## config.mk

```make
export PLATFORM = sky130hd
export DESIGN_NAME = cnn_maxpool_stream
export DESIGN_NICKNAME = d
export VERILOG_FILES = /design/src/rtl/cnn_maxpool_stream.sv
export SDC_FILE = /design/constraint.sdc
export NUM_CORES = 1
export LEC_CHECK = 0
export CAP_MARGIN = 20
export CORE_MARGIN = 2
export CORE_UTILIZATION = 40
export CTS_CLUSTER_DIAMETER = 120
export DETAILED_ROUTE_END_ITERATION = 12
export GPL_TIMING_DRIVEN = 0
export PLACE_DENSITY_LB_ADDON = 0.15
export SYNTH_ARGS = -nofsm -noshare
export SYNTH_HDL_FRONTEND = slang
export SYNTH_SLANG_ARGS = --single-unit
```

## constraint.sdc

```tcl
create_clock -name clk -period 3.7 [get_ports clk]
set_input_delay 0.555 -clock clk [delete_from_list [all_inputs] [get_ports clk]]
set_output_delay 0.555 -clock clk [all_outputs]
set_load 0.02 [all_outputs]
```

## src/rtl/cnn_maxpool_stream.sv

```systemverilog
// 2x2 stride-2 streaming pooling over a raster-order multi-channel frame (max; average when POOL_AVG_EN is defined).
// Latency: result registered 1 cycle after the odd-row/odd-column beat. No backpressure: accepts one pixel per cycle.
module cnn_maxpool_stream #(
    parameter int CI    = 3,
    parameter int IF_BW = 8,
    parameter int IN_W  = 8,
    parameter int IN_H  = 8
) (
    input  logic                  clk,
    input  logic                  reset_n,
    input  logic                  i_valid,
    input  logic                  i_sof,
    input  logic [CI*IF_BW-1:0]   i_data,
    output logic                  o_valid,
    output logic [CI*IF_BW-1:0]   o_data,
    output logic                  o_frame_done
);

    localparam int XW   = (IN_W > 1) ? $clog2(IN_W) : 1;
    localparam int YW   = (IN_H > 1) ? $clog2(IN_H) : 1;
    localparam int LB_N = IN_W / 2;
    localparam int LBW  = (LB_N > 1) ? $clog2(LB_N) : 1;
`ifdef POOL_AVG_EN
    localparam int PW = IF_BW + 1;
`else
    localparam int PW = IF_BW;
`endif

    logic [XW-1:0]         x_q, x_eff, x_nxt;
    logic [YW-1:0]         y_q, y_eff, y_nxt;
    logic                  x_last, y_last, frame_last;
    logic [LBW-1:0]        lb_idx;
    logic [CI*IF_BW-1:0]   h_reg;
    logic [CI*PW-1:0]      pair;
    logic [CI*PW-1:0]      lb_rd;
    logic [CI*IF_BW-1:0]   fin;
    logic [CI*PW-1:0]      lb [LB_N];
`ifdef POOL_AVG_EN
    logic [IF_BW+1:0]      sum4;
`endif

    // A start-of-frame beat is taken as (0,0) whatever the counters say.
    assign x_eff      = i_sof ? '0 : x_q;
    assign y_eff      = i_sof ? '0 : y_q;
    assign x_last     = (x_eff == XW'(IN_W - 1));
    assign y_last     = (y_eff == YW'(IN_H - 1));
    assign frame_last = x_last && y_last;
    assign x_nxt      = x_last ? '0 : x_eff + 1'b1;
    assign y_nxt      = x_last ? (y_last ? '0 : y_eff + 1'b1) : y_eff;
    assign lb_idx     = LBW'(x_eff >> 1);
    assign lb_rd      = lb[lb_idx];

    always_comb begin
        pair = '0;
        fin  = '0;
`ifdef POOL_AVG_EN
        sum4 = '0;
`endif
        for (int c = 0; c < CI; c++) begin
`ifdef POOL_AVG_EN
            pair[c*PW +: PW]   = {1'b0, h_reg[c*IF_BW +: IF_BW]} + {1'b0, i_data[c*IF_BW +: IF_BW]};
            sum4               = {1'b0, lb_rd[c*PW +: PW]} + {1'b0, pair[c*PW +: PW]};
            fin[c*IF_BW +: IF_BW] = sum4[IF_BW+1:2];
`else
            pair[c*PW +: PW] = (h_reg[c*IF_BW +: IF_BW] > i_data[c*IF_BW +: IF_BW]) ?
                               h_reg[c*IF_BW +: IF_BW] : i_data[c*IF_BW +: IF_BW];
            fin[c*IF_BW +: IF_BW] = (lb_rd[c*PW +: PW] > pair[c*PW +: PW]) ?
                                    lb_rd[c*PW +: PW] : pair[c*PW +: PW];
`endif
        end
    end

    // Line buffer needs no reset: every entry is rewritten on an even row before an odd row reads it.
    always_ff @(posedge clk) begin
        if (i_valid && x_eff[0] && !y_eff[0]) begin
            lb[lb_idx] <= pair;
        end
    end

    always_ff @(posedge clk or negedge reset_n) begin
        if (!reset_n) begin
            x_q          <= '0;
            y_q          <= '0;
            h_reg        <= '0;
            o_valid      <= 1'b0;
            o_data       <= '0;
            o_frame_done <= 1'b0;
        end else begin
            o_valid      <= 1'b0;
            o_frame_done <= 1'b0;
            if (i_valid) begin
                x_q <= x_nxt;
                y_q <= y_nxt;
                if (!x_eff[0]) begin
                    h_reg <= i_data;
                end
                if (x_eff[0] && y_eff[0]) begin
                    o_valid <= 1'b1;
                    o_data  <= fin;
                end
                if (frame_last) begin
                    o_frame_done <= 1'b1;
                end
            end
        end
    end

endmodule

```

==> results_dict.tcl <==
set metrics [dict create \
    die-area_sq_um 20000 \
    endpoint_kind "register" \
    crit_arrival_ps 3870 \
    ys_ff_latch 152 \
    drive_gt1_frac 0.208 \
    num_rows 50 \
    power_density_nw_per_um2 621 \
    power_frac_comb 0.342 \
    die_y_microns 141 \
    avgSynthCellArea_sq_um 11.6 \
    wire_per_inst_microns 19.2 \
    synth.distinct_cells 62 \
    netlist_instances 649 \
    ys_top_cells_by_count "edfxtp_1, nand2_1, dfrtp_1, inv_1, ha_1" \
    vias 5534 \
    fin_skew_ps 8.58 \
    drt-total-wl_microns 19200 \
    gr-total-overflow 0 \
    synth_top_cell_by_area "edfxtp_1" \
    synth_warnings 0 \
    dpl_cell_area_sq_um 8450 \
    hold_viol 0 \
    largest_reg_flops 96 \
    grt_max_degree 35 \
    clockPowerShare 0.285 \
    critical_path_class "input pin to register" \
    clk_path_buf_depth 2 \
    numClockSinks 152 \
    fin_nets 832 \
    drt_iter0_markers 329 \
    tightest_slew_ps 868 \
    fin_crit_ps 3570 \
    cts_root_buf "clkbuf_16" \
    dr.pass1.iters 4 \
    status "complete, no violations" \
    drc 0 \
    switching_share 0.323 \
    area_growth_pct 27.5 \
    insertion_delay_ps 420 \
    seqPwrFrac 0.373 \
    yosysTopAreaCellShare 0.382 \
    ys.flop_type "edfxtp_1" \
    p_int_uw 4050 \
    leakagePower_uw 0.00396 \
    gp_congestion 0.865 \
    io_buffers 53 \
    cts.clk_slew.worst_paths_ps 60 \
    gr-usage-all-layers 0.198 \
    critPathRequiredTime_ps 4000 \
    cpPeakStageDelay_ps 450 \
    diodes 0 \
    crit_fanout 8 \
    via_per_inst 5.54 \
    vdd_drop_max_mv 0.329 \
    slew_headroom 0.420 \
    seq_area_frac_synth 0.568 \
    synth_edf_count 96 \
    cts_made_buffers 17 \
    io_pins 54 \
    finalInstanceArea_sq_um 9620 \
    netlist_area_sq_um 7550 \
    synthTopCellsByArea "edfxtp_1, dfrtp_1, ha_1" \
    grt_pass1_vias 5569 \
    reg2regPathDepth 16 \
    holdWs_ps 112 \
    slew_violations 0 \
    chipWidth_microns 141 \
    p_sw_uw 1930 \
    finalSetupViolCount 0 \
    core_area_sq_um 18600 \
    period_share 0.964 \
    cpMaxStageDelayCell "clkdlybuf4s50_1" \
    cts_tree "built" \
    syn-num-nets 729 \
    hold_path.class "input pin to async pin" \
    yosysMostFrequentCell "edfxtp_1" \
    synth-async-reset-ratio 0.368 \
    initial_core_util 0.406 \
    final_antenna_net_count 0 \
    grt_pass1_wl_microns 30300 \
    maxCapViolCount 0 \
    hpwl_microns 13200 \
    path_cells "clkdlybuf4s50_1 > inv_1 > ha_1 > nor2b_1 > o211a_1 > o31a_1 > buf_4 > a21oi_2 > a21oi_2 > ha_1 > a211oi_2 > nor2_2 > o31a_4 > a211oi_1 > o21ai_1" \
    cts_max_level 4 \
    startpoint_type "input pin" \
    antenna_found_initial 0 \
    clock.fmax_mhz 280 \
]
==> power groups by stage <==
stage	Clock [uW]	Sequential, uW	Combinational (uW)
final	1700	2230	2040
after global placement	0	2250	1630
after CTS	1730	2230	1810
after floorplan	0	2380	888
after detailed placement	0	2260	1670
after global routing	1810	2260	2220
==> per-layer routing <==
layer	wire (microns)	vias to the layer above	share of wire	GRT usage
met2	9060	122	0.47	0.322
met1	9060	2765	0.47	0.269
li1	-	2629	-	-
met5	0	-	0	0
met4	200	0	0.010	0.0532
met3	833	18	0.043	0.0432
==> metrics by stage <==
stage	setup WS, ps	total power, uW	cells	setup TNS (ps)	util
after floorplan	190	3270	649	0	-
after global placement	-1010	3880	936	-83070	0.451
after detailed placement	-993	3930	939	-19870	0.455
after CTS	12.9	5770	980	0	0.496
after global routing	-70.0	6300	999	-448	0.518
final	133	5980	999	0	0.518
==> cells by family after synthesis <==
group | Yosys count | share of synthesized area
AOI/OAI and AO/OA | 206 | 0.184
DFF | 152 | 0.568
and+or+nand+nor | 141 | 0.0932
buffers and inverters | 83 | 0.0476
adders and majority gates | 52 | 0.0862
muxes | 15 | 0.0214
==> layout make-up <==
cell class,instances,area (sq um)
fill,1597,8960
sequential,152,4280
multi-input combinational,414,3230
timing repair buffer,85,850
clock buffer,21,460
tap,234,293
inverter,53,199
buffer,29,179
clock inverter,11,121
==> cells in the final DEF (no fill, tap or decap), drive strengths merged, types with 3 or more instances in the layout <==
master,count
nor2b,11
a22o,3
dlymetal6s2s,5
a21o,10
mux2,6
a211oi,10
nor2,16
clkinv,4
o211ai,12
o31a,3
o31ai,9
a22oi,40
a221oi,3
clkdlybuf4s50,47
ha,52
nand4,11
o21ai,59
inv,55
edfxtp,96
clkinvlp,3
clkbuf,30
dfrtp,56
buf,53
a21oi,43
nand3,10
mux2i,9
or2,3
nand2,76
==> critical path, delay by kind of cell <==
kind	cells	cell delay, ps
simple gates	2	240
compound gates	8	1750
buf+inv	3	690
fa+ha+maj	2	630
==> worst paths after layout <==
kind                                             start                endpoint  slack (ps)
worst max-delay path                         i_data[9]   o_data[9]$_DFFE_PN0P_         130
worst min register to register  o_data[17]$_DFFE_PN0P_  o_data[17]$_DFFE_PN0P_         490
max in group asynchronous                      reset_n  o_data[14]$_DFFE_PN0P_        2990
worst min-delay path                           reset_n  o_frame_done$_DFF_PN0_         110
min in group clk                            i_data[20]   h_reg[20]$_DFFE_PN0P_         470
worst max register to register   h_reg[23]$_DFFE_PN0P_  o_data[23]$_DFFE_PN0P_         250
==> timing repair <==
| item | in CTS | in global routing |
|---|---|---|
| cloned | 0 | 3 |
| resized for setup | 24 | 58 |
| setup buffers | 10 | 16 |
| pin swaps | 10 | 25 |
| hold buffers | 0 | 0 |
| setup endpoints to repair | 24 | 24 |
(Power assumes the default switching activity.)
